## src/rtl/a2d_rr_sweep_pkg.sv

```systemverilog
// ----------------------------------------------------------------------------
// a2d_pkg
//   Shared types and constants for the a2d_rr_sweep front end.
//   - state_t    : sequencer states IDLE / CMD / GAP / READ
//   - A2D_ADDR_W : width of an A2D channel address
//   - A2D_CMD_W  : width of one SPI frame
//   - build_cmd  : forms the 16-bit conversion command for an address
// ----------------------------------------------------------------------------
package a2d_pkg;

    localparam int A2D_ADDR_W = 3;
    localparam int A2D_CMD_W  = 16;

    typedef enum logic [1:0] {
        IDLE,
        CMD,
        GAP,
        READ
    } state_t;

    // Command frame: two zero bits, the channel address, then 11 don't-care
    // zeros while the A2D shifts back the previous conversion.
    function automatic logic [A2D_CMD_W-1:0] build_cmd(input logic [A2D_ADDR_W-1:0] addr);
        return {2'b00, addr, 11'h000};
    endfunction

endpackage

```

## src/rtl/a2d_rr_sweep_if.sv

```systemverilog
// ----------------------------------------------------------------------------
// a2d_rr_sweep_if
//   Request / result bundle between the control logic and a2d_rr_sweep.
//   nxt, burst         : conversion request and its mode (requester drives)
//   ch_data            : latest result per channel, ch k at [k*DATA_W +: DATA_W]
//   ch_vld             : 1-cycle update strobe per channel
//   sweep_done, busy   : request completion pulse and in-progress flag
//   modport master : requester side;  modport slave : the converter.
// ----------------------------------------------------------------------------
interface a2d_rr_sweep_if
    import a2d_pkg::*;
#(
    parameter int NUM_CH = 4,
    parameter int DATA_W = 12
) ();

    logic                       nxt;
    logic                       burst;
    logic [NUM_CH*DATA_W-1:0]   ch_data;
    logic [NUM_CH-1:0]          ch_vld;
    logic                       sweep_done;
    logic                       busy;

    modport master (
        output nxt, burst,
        input  ch_data, ch_vld, sweep_done, busy
    );

    modport slave (
        input  nxt, burst,
        output ch_data, ch_vld, sweep_done, busy
    );

endinterface

```

## src/rtl/a2d_rr_sweep_spi_mnrch.sv

```systemverilog
// ----------------------------------------------------------------------------
// SPI_mnrch
//   16-bit SPI master, SCLK = clk/32, idle-high clock. The slave is sampled
//   just before each SCLK rise and data advances on each SCLK fall after the
//   first rise, so 16 rises move one full frame in each direction.
//   clk, rst_n        : system clock, async active-low reset
//   wrt, wt_data      : start a frame with this transmit word (ignored if busy)
//   done, rd_data     : 1-cycle pulse with the received word valid alongside
//   SS_n, SCLK, MOSI  : SPI outputs;  MISO : SPI input
// ----------------------------------------------------------------------------
module SPI_mnrch
    import a2d_pkg::*;
(
    input  logic                 clk,
    input  logic                 rst_n,
    input  logic                 wrt,
    input  logic [A2D_CMD_W-1:0] wt_data,
    output logic                 done,
    output logic [A2D_CMD_W-1:0] rd_data,
    output logic                 SS_n,
    output logic                 SCLK,
    output logic                 MOSI,
    input  logic                 MISO
);

    // Divider parked at 10111 while idle keeps SCLK high and gives a short
    // front porch before the first falling edge.
    localparam logic [4:0] DIV_IDLE = 5'b10111;
    localparam logic [4:0] DIV_RISE = 5'b01111;
    localparam logic [4:0] DIV_FALL = 5'b11111;

    logic                 active;
    logic [4:0]           div;
    logic [4:0]           bit_cnt;
    logic [A2D_CMD_W-1:0] shft;
    logic                 miso_smpl;

    // NOTE: sequential state uses non-blocking assignments so every flop sees
    // the pre-edge values of the others, independent of statement order.
    always_ff @(posedge clk or negedge rst_n) begin
        if (!rst_n) begin
            active    <= 1'b0;
            div       <= DIV_IDLE;
            bit_cnt   <= '0;
            shft      <= '0;
            miso_smpl <= 1'b0;
            done      <= 1'b0;
            SS_n      <= 1'b1;
        end else begin
            done <= 1'b0;
            if (!active) begin
                if (wrt) begin
                    active  <= 1'b1;
                    SS_n    <= 1'b0;
                    shft    <= wt_data;
                    bit_cnt <= '0;
                end
            end else begin
                div <= div + 5'd1;
                // MISO comes from a slave clocked by our own SCLK, so it is
                // already synchronous to clk by the time it is sampled here.
                if (div == DIV_RISE) begin
                    miso_smpl <= MISO;
                    bit_cnt   <= bit_cnt + 5'd1;
                end
                // The first falling edge precedes any sample and shifts nothing.
                if (div == DIV_FALL && bit_cnt != 5'd0) begin
                    shft <= {shft[A2D_CMD_W-2:0], miso_smpl};
                    if (bit_cnt == 5'd16) begin
                        active <= 1'b0;
                        SS_n   <= 1'b1;
                        div    <= DIV_IDLE;
                        done   <= 1'b1;
                    end
                end
            end
        end
    end

    assign SCLK    = div[4];
    assign MOSI    = shft[A2D_CMD_W-1];
    assign rd_data = shft;

endmodule

```

## src/rtl/a2d_rr_sweep.sv

```systemverilog
// ----------------------------------------------------------------------------
// a2d_rr_sweep
//   Multi-channel A2D front end over one SPI_mnrch. A single request converts
//   the round-robin channel (2 frames); a burst request sweeps all channels
//   pipelined (NUM_CH+1 frames, each frame returns the previous channel).
//   clk, rst_n        : system clock, async active-low reset
//   bus (slave)       : nxt/burst request, ch_data/ch_vld results,
//                       sweep_done completion pulse, busy
//   SS_n, SCLK, MOSI  : SPI outputs;  MISO : SPI input
//   Build option A2D_AVG_EN: each capture becomes a first-order IIR update
//   ch += (sample - ch) >>> AVG_SH; the first capture after reset seeds it.
// ----------------------------------------------------------------------------
module a2d_rr_sweep
    import a2d_pkg::*;
#(
    parameter int                     NUM_CH  = 4,
    parameter int                     DATA_W  = 12,
    parameter logic [3*NUM_CH-1:0]    CH_ADDR = {3'd6, 3'd5, 3'd4, 3'd0},
    parameter int                     AVG_SH  = 2
) (
    input  logic            clk,
    input  logic            rst_n,
    a2d_rr_sweep_if.slave   bus,
    output logic            SS_n,
    output logic            SCLK,
    output logic            MOSI,
    input  logic            MISO
);

    localparam int PTR_W = (NUM_CH > 1) ? $clog2(NUM_CH) : 1;
    localparam int TXN_W = $clog2(NUM_CH + 1);
    localparam logic [PTR_W-1:0] LAST_CH  = PTR_W'(NUM_CH - 1);
    localparam logic [TXN_W-1:0] LAST_TXN = TXN_W'(NUM_CH);

    state_t               state, nxt_state;
    logic [PTR_W-1:0]     rr;
    logic [TXN_W-1:0]     txn;      // index of the frame in flight (burst)
    logic [PTR_W-1:0]     txn_lo;
    logic                 burst_q;

    logic                 wrt;
    logic [A2D_CMD_W-1:0] wt_data;
    logic                 done;
    logic [A2D_CMD_W-1:0] rd_data;

    logic                 cap_en;
    logic                 final_cap;
    logic [PTR_W-1:0]     cap_idx;
    logic [DATA_W-1:0]    sample;
    logic [DATA_W-1:0]    new_val;
    logic                 unused_rd;

    logic [DATA_W-1:0]        ch_q [NUM_CH];
    logic [NUM_CH-1:0]        vld_q;
    logic                     sweep_done_q;
    logic [NUM_CH*DATA_W-1:0] ch_flat;

    logic [A2D_ADDR_W-1:0]    addr_tbl [NUM_CH];

    for (genvar k = 0; k < NUM_CH; k++) begin : g_addr
        assign addr_tbl[k] = CH_ADDR[A2D_ADDR_W*k +: A2D_ADDR_W];
    end

    assign txn_lo    = txn[PTR_W-1:0];
    assign sample    = rd_data[DATA_W-1:0];
    assign unused_rd = ^(rd_data >> DATA_W);

    SPI_mnrch u_spi (
        .clk     (clk),
        .rst_n   (rst_n),
        .wrt     (wrt),
        .wt_data (wt_data),
        .done    (done),
        .rd_data (rd_data),
        .SS_n    (SS_n),
        .SCLK    (SCLK),
        .MOSI    (MOSI),
        .MISO    (MISO)
    );

    // ---------------- sequencer ----------------
    always_ff @(posedge clk or negedge rst_n) begin
        if (!rst_n) begin
            state   <= IDLE;
            rr      <= '0;
            txn     <= '0;
            burst_q <= 1'b0;
        end else begin
            state <= nxt_state;
            if (state == IDLE && bus.nxt) begin
                burst_q <= bus.burst;
                txn     <= '0;
            end else if (state == GAP) begin
                txn <= txn + 1'b1;
            end
            // Burst sweeps never move the round-robin pointer.
            if (final_cap && !burst_q)
                rr <= (rr == LAST_CH) ? '0 : rr + 1'b1;
        end
    end

    always_comb begin
        // NOTE: every signal driven here gets a default first, so no branch
        // can leave one unassigned and infer a latch.
        nxt_state = state;
        wrt       = 1'b0;
        wt_data   = '0;
        cap_en    = 1'b0;
        final_cap = 1'b0;
        cap_idx   = rr;
        unique case (state)
            IDLE: begin
                if (bus.nxt) begin
                    wrt       = 1'b1;
                    wt_data   = build_cmd(bus.burst ? addr_tbl[0] : addr_tbl[rr]);
                    nxt_state = CMD;
                end
            end
            CMD: begin
                if (done)
                    nxt_state = GAP;
            end
            GAP: begin
                // Single mode repeats its address to clock the result back;
                // burst sends the next channel, with ch0 as the closing dummy.
                wrt       = 1'b1;
                nxt_state = READ;
                if (!burst_q)
                    wt_data = build_cmd(addr_tbl[rr]);
                else if (txn == LAST_TXN - 1'b1)
                    wt_data = build_cmd(addr_tbl[0]);
                else
                    wt_data = build_cmd(addr_tbl[txn_lo + 1'b1]);
            end
            READ: begin
                if (done) begin
                    cap_en = 1'b1;
                    if (burst_q) begin
                        cap_idx = txn_lo - 1'b1;
                        if (txn < LAST_TXN)
                            nxt_state = GAP;
                        else
                            final_cap = 1'b1;
                    end else begin
                        final_cap = 1'b1;
                    end
                    if (final_cap)
                        nxt_state = IDLE;
                end
            end
            default: nxt_state = IDLE;
        endcase
    end

    // ---------------- capture ----------------
`ifdef A2D_AVG_EN
    logic [NUM_CH-1:0]      seeded;
    logic signed [DATA_W:0] diff;

    always_comb begin
        diff    = $signed({1'b0, sample}) - $signed({1'b0, ch_q[cap_idx]});
        new_val = seeded[cap_idx] ? ch_q[cap_idx] + DATA_W'(diff >>> AVG_SH) : sample;
    end
`else
    localparam int unused_avg_sh = AVG_SH;  // AVG_SH is used only when averaging is built in
    assign new_val = sample;
`endif

    always_ff @(posedge clk or negedge rst_n) begin
        if (!rst_n) begin
            // NOTE: the result array is reset on purpose: a reset must clear
            // every published channel value, not just the control state.
            for (int k = 0; k < NUM_CH; k++)
                ch_q[k] <= '0;
            vld_q        <= '0;
            sweep_done_q <= 1'b0;
`ifdef A2D_AVG_EN
            seeded       <= '0;
`endif
        end else begin
            vld_q        <= '0;
            sweep_done_q <= final_cap;
            if (cap_en) begin
                ch_q[cap_idx]  <= new_val;
                vld_q[cap_idx] <= 1'b1;
`ifdef A2D_AVG_EN
                seeded[cap_idx] <= 1'b1;
`endif
            end
        end
    end

    always_comb begin
        ch_flat = '0;
        for (int k = 0; k < NUM_CH; k++)
            ch_flat[k*DATA_W +: DATA_W] = ch_q[k];
    end

    assign bus.ch_data    = ch_flat;
    assign bus.ch_vld     = vld_q;
    assign bus.sweep_done = sweep_done_q;
    assign bus.busy       = (state != IDLE);

endmodule

```

## src/flat_wrapper.sv

```systemverilog
// flat-port wrapper written by rule: the top's interface ports become plain ports
module a2d_rr_sweep_flat import a2d_pkg::*;
#(
    parameter int                     NUM_CH  = 4,
    parameter int                     DATA_W  = 12,
    parameter logic [3*NUM_CH-1:0]    CH_ADDR = {3'd6, 3'd5, 3'd4, 3'd0},
    parameter int                     AVG_SH  = 2
)
  (clk, rst_n, SS_n, SCLK, MOSI, MISO, bus_nxt, bus_burst, bus_ch_data, bus_ch_vld, bus_sweep_done, bus_busy);
  a2d_rr_sweep_if #(.NUM_CH(NUM_CH), .DATA_W(DATA_W)) bus_i ();
  input  logic clk;
  input  logic rst_n;
  output logic SS_n;
  output logic SCLK;
  output logic MOSI;
  input  logic MISO;
  input wire logic [$bits(bus_i.nxt)-1:0] bus_nxt;
  input wire logic [$bits(bus_i.burst)-1:0] bus_burst;
  output wire logic [$bits(bus_i.ch_data)-1:0] bus_ch_data;
  output wire logic [$bits(bus_i.ch_vld)-1:0] bus_ch_vld;
  output wire logic [$bits(bus_i.sweep_done)-1:0] bus_sweep_done;
  output wire logic [$bits(bus_i.busy)-1:0] bus_busy;
  assign bus_i.nxt = bus_nxt;
  assign bus_i.burst = bus_burst;
  assign bus_ch_data = bus_i.ch_data;
  assign bus_ch_vld = bus_i.ch_vld;
  assign bus_sweep_done = bus_i.sweep_done;
  assign bus_busy = bus_i.busy;
  a2d_rr_sweep #(.NUM_CH(NUM_CH), .DATA_W(DATA_W), .CH_ADDR(CH_ADDR), .AVG_SH(AVG_SH)) u_core (.clk(clk), .rst_n(rst_n), .bus(bus_i), .SS_n(SS_n), .SCLK(SCLK), .MOSI(MOSI), .MISO(MISO));
endmodule
```

## config.mk

```make
export PLATFORM = sky130hd
export DESIGN_NAME = a2d_rr_sweep_flat
export DESIGN_NICKNAME = d
export VERILOG_FILES = /design/src/rtl/a2d_rr_sweep_pkg.sv /design/src/rtl/a2d_rr_sweep_if.sv /design/src/rtl/a2d_rr_sweep_spi_mnrch.sv /design/src/rtl/a2d_rr_sweep.sv /design/src/flat_wrapper.sv
export SDC_FILE = /design/constraint.sdc
export NUM_CORES = 1
export LEC_CHECK = 0
export ABC_AREA = 1
export CAP_MARGIN = 20
export CORE_UTILIZATION = 30
export DETAILED_ROUTE_END_ITERATION = 12
export GPL_TIMING_DRIVEN = 0
export MAX_ROUTING_LAYER = met4
export PLACE_DENSITY_LB_ADDON = 0.2
export SYNTH_ARGS = -nofsm -noshare
export SYNTH_HDL_FRONTEND = slang
export SYNTH_SLANG_ARGS = --single-unit
```

## constraint.sdc

```tcl
create_clock -name clk -period 1.74 [get_ports clk]
set_input_delay 0.348 -clock clk [delete_from_list [all_inputs] [get_ports clk]]
set_output_delay 0.348 -clock clk [all_outputs]
set_load 0.05 [all_outputs]
```

==> impl_metrics.tcl <==
set metrics [dict create \
    grt_pass1_vias 3145 \
    cp-start-kind "flop" \
    drive_above_1_share 0.139 \
    hold_viol 0 \
    synth_warnings 0 \
    drtIter0Drc 141 \
    pre_cts_slack_ps -456 \
    ys_seq_area_frac 0.562 \
    overflow 0 \
    syn_nets 481 \
    synth_xor_area_frac 0.00647 \
    cts_max_path_buffers 2 \
    n_antenna_cell 0 \
    r2r_start "u_core.u_spi.div[0]" \
    via_per_inst 4.37 \
    die-area_sq_um 14000 \
    areaGrowthSynthToFinish_pct 29.3 \
    clk_pin_slew_ps 70 \
    status "finished, final reports clean" \
    p_per_area_nw_per_um2 796 \
    rrSetupSlack_ps 100 \
    rr_endpoint "u_core.u_spi.rd_data[14]" \
    p_leak_uw 0.00305 \
    fin_crit_sh 0.945 \
    layout_common_cells "nand2_1, dfrtp_1, dlygate4sd2_1, nand3_1, inv_1" \
    post_drt_wl_per_cell_microns 12.8 \
    dp_hpwl_microns 6470 \
    synth_compound_area_frac 0.0311 \
    cts_tree "done" \
    fmax_mhz 608 \
    synth-simple-area-share 0.292 \
    route.detailed.drc 0 \
    slew_headroom 0.663 \
    rsz0062_at_grt "yes" \
    nFillCells 1369 \
    avgSynthCellArea_sq_um 8.77 \
    grt_start_max_net_pins 72 \
    synth_top_family_by_area "simple AND/OR/NAND/NOR gates" \
    port_buffers 61 \
    die_h_microns 118 \
    vias 3158 \
    final_common_cell "nand2_1" \
    endpoint_kind "flop" \
    worst_r2r_path_depth 10 \
    drt-pass1-iter-count 4 \
    syn_area_sq_um 4060 \
    fin_nets 560 \
    crit_fanout 10 \
    final_antenna_net_count 0 \
    worstHoldPathType "in -> async" \
    ys_ff_latch 91 \
    finalMaxSlewViolations 0 \
    cts.sinks 91 \
    synth_cell_types 26 \
    numCtsBuffers 9 \
    synthCells 463 \
    drv_cap 0 \
    htree_levels 3 \
    crit_end "u_core.u_spi.rd_data[14]" \
    core_area_sq_um 13200 \
    gp_congestion 0.793 \
    finalClockSkew_ps 7.99 \
    initial_core_util 0.307 \
    period_needed_ps 1640 \
    cp.arrival_ps 1920 \
    setup_viol 0 \
    crit_type "reg -> reg" \
    required_ps 2020 \
    grt_pass1_wl_microns 15800 \
    synth_fa_ha_area_frac 0.0401 \
    fin_ws_ps 95.6 \
    max-vdd-ir-drop_mv 0.398 \
    io_pins 62 \
    clk-insertion-delay-late_ps 340 \
    muxShareOfSynthArea 0 \
    routed_wl_microns 9220 \
    antenna_found_initial 0 \
    whs_ps 437 \
    die_w_microns 118 \
    p_total_uw 4180 \
    crit_path_start "u_core.u_spi.div[0]" \
    rows 42 \
    worstMarginPinSlew_ps 508 \
    grt_use_total 0.149 \
    cts_root_buffer "clkbuf_16" \
]
## worst max-delay path, cell delays in order (launching register included)
cell and delay (ps):
dfstp_2 560, ha_4 130, and3_4 190, ha_4 120, nand2_1 40, inv_1 60
nand2_2 70, nand2_4 100, buf_6 150, nand3_1 70, nand2_1 90
## flip-flops by register name, indices dropped and copies added (netlist names)
name,count
u_core.burst_q,1
u_core.txn,3
u_core.u_spi.div,5
u_core.u_spi.SS_n,1
u_core.state,2
u_core.bus.ch_data,48
u_core.u_spi.bit_cnt,5
u_core.u_spi.done,1
u_core.u_spi.miso_smpl,1
u_core.u_spi.active,1
u_core.bus.sweep_done,1
u_core.u_spi.rd_data,16
u_core.rr,2
u_core.bus.ch_vld,4
## worst min-delay path by stage
stage,startpoint,endpoint,slack [ps],cells past startpoint
finish,rst_n,u_core.bus.ch_vld[1],440,2
global route,rst_n,u_core.bus.ch_vld[1],460,2
CTS,rst_n,u_core.bus.ch_vld[1],440,2
global placement,u_core.bus.ch_data[7],u_core.bus.ch_data[7],460,2
detailed placement,rst_n,u_core.bus.ch_vld[1],260,1
floorplan,rst_n,u_core.burst_q,50,0
## logic make-up after synthesis
logic type / after synthesis
AOI/OAI and AO/OA: 21
xor gates and xnor gates: 3
adders and majority gates: 13
buffers and inverters: 55
DFF: 91
and+or+nand+nor: 280
## power by group
group | switching [uW] | leakage (uW) | total [uW] | internal (uW)
registers | 1.21 | 0.00121 | 2120 | 2120
logic | 56.4 | 0.00170 | 77.0 | 20.6
clock network | 852 | 0.000140 | 1980 | 1130
## timing repair
item | 4_1_cts | 5_1_grt
resized for setup | 72 | 8
pin swaps | 2 | 1
buffers inserted | 2 | 4
cloned | 0 | 0
hold buffers | 1 | 0
endpoints found under the hold margin | 19 | 0
endpoints found under the setup margin | 77 | 29
## layer usage
metal	up-vias	wire length (microns)	GRT usage
li1	1607	-	-
met1	1472	4310	0.188
met2	67	4340	0.232
met3	12	431	0.0319
met4	0	142	0.0577
met5	-	0	-
## stage by stage
stage | utilization | cell area, sq um | std cells | TNS, ps
after floorplan | - | 4060 | 463 | 0
after global placement | 0.369 | 4890 | 700 | -283730
final | 0.396 | 5250 | 723 | 0
after global routing | 0.396 | 5250 | 723 | -4.68
after detailed placement | 0.371 | 4920 | 701 | -6150
after CTS | 0.394 | 5220 | 720 | -92.5
## cells in the mapped netlist
master      n  share of area
xor2_1      2         0.0043
a21oi_2     1         0.0022
nor2_1     13          0.012
o22ai_1     3         0.0046
buf_2       4         0.0049
buf_6       7          0.019
ha_1       13          0.040
dfstp_2     5          0.032
inv_1      31          0.029
nand2_1   201           0.19
nor2_4      2         0.0055
o211ai_1    1         0.0018
a21oi_1     4         0.0049
nand2_4     4          0.011
nand4_1     3         0.0046
clkbuf_1    2         0.0018
nand3_1    48          0.059
and3_1      1         0.0015
nand2_2     6         0.0092
inv_2       8         0.0074
buf_4       3         0.0055
xnor2_1     1         0.0022
o21ai_4     1         0.0040
o21ai_0    11          0.014
dfrtp_1    86           0.53
or2_2       2         0.0031
## area by class of cell
class / instances / area [sq um] / share of cell area
tap: 176 / 220 / 0.0420
clock buffer: 10 / 229 / 0.0436
inverter: 39 / 149 / 0.0284
timing repair buffer: 69 / 614 / 0.117
multi-input combinational: 317 / 1550 / 0.295
sequential: 91 / 2290 / 0.436
buffer: 15 / 130 / 0.0248
clock inverter: 6 / 71.3 / 0.0136
Power figures use the tool's default switching activity.
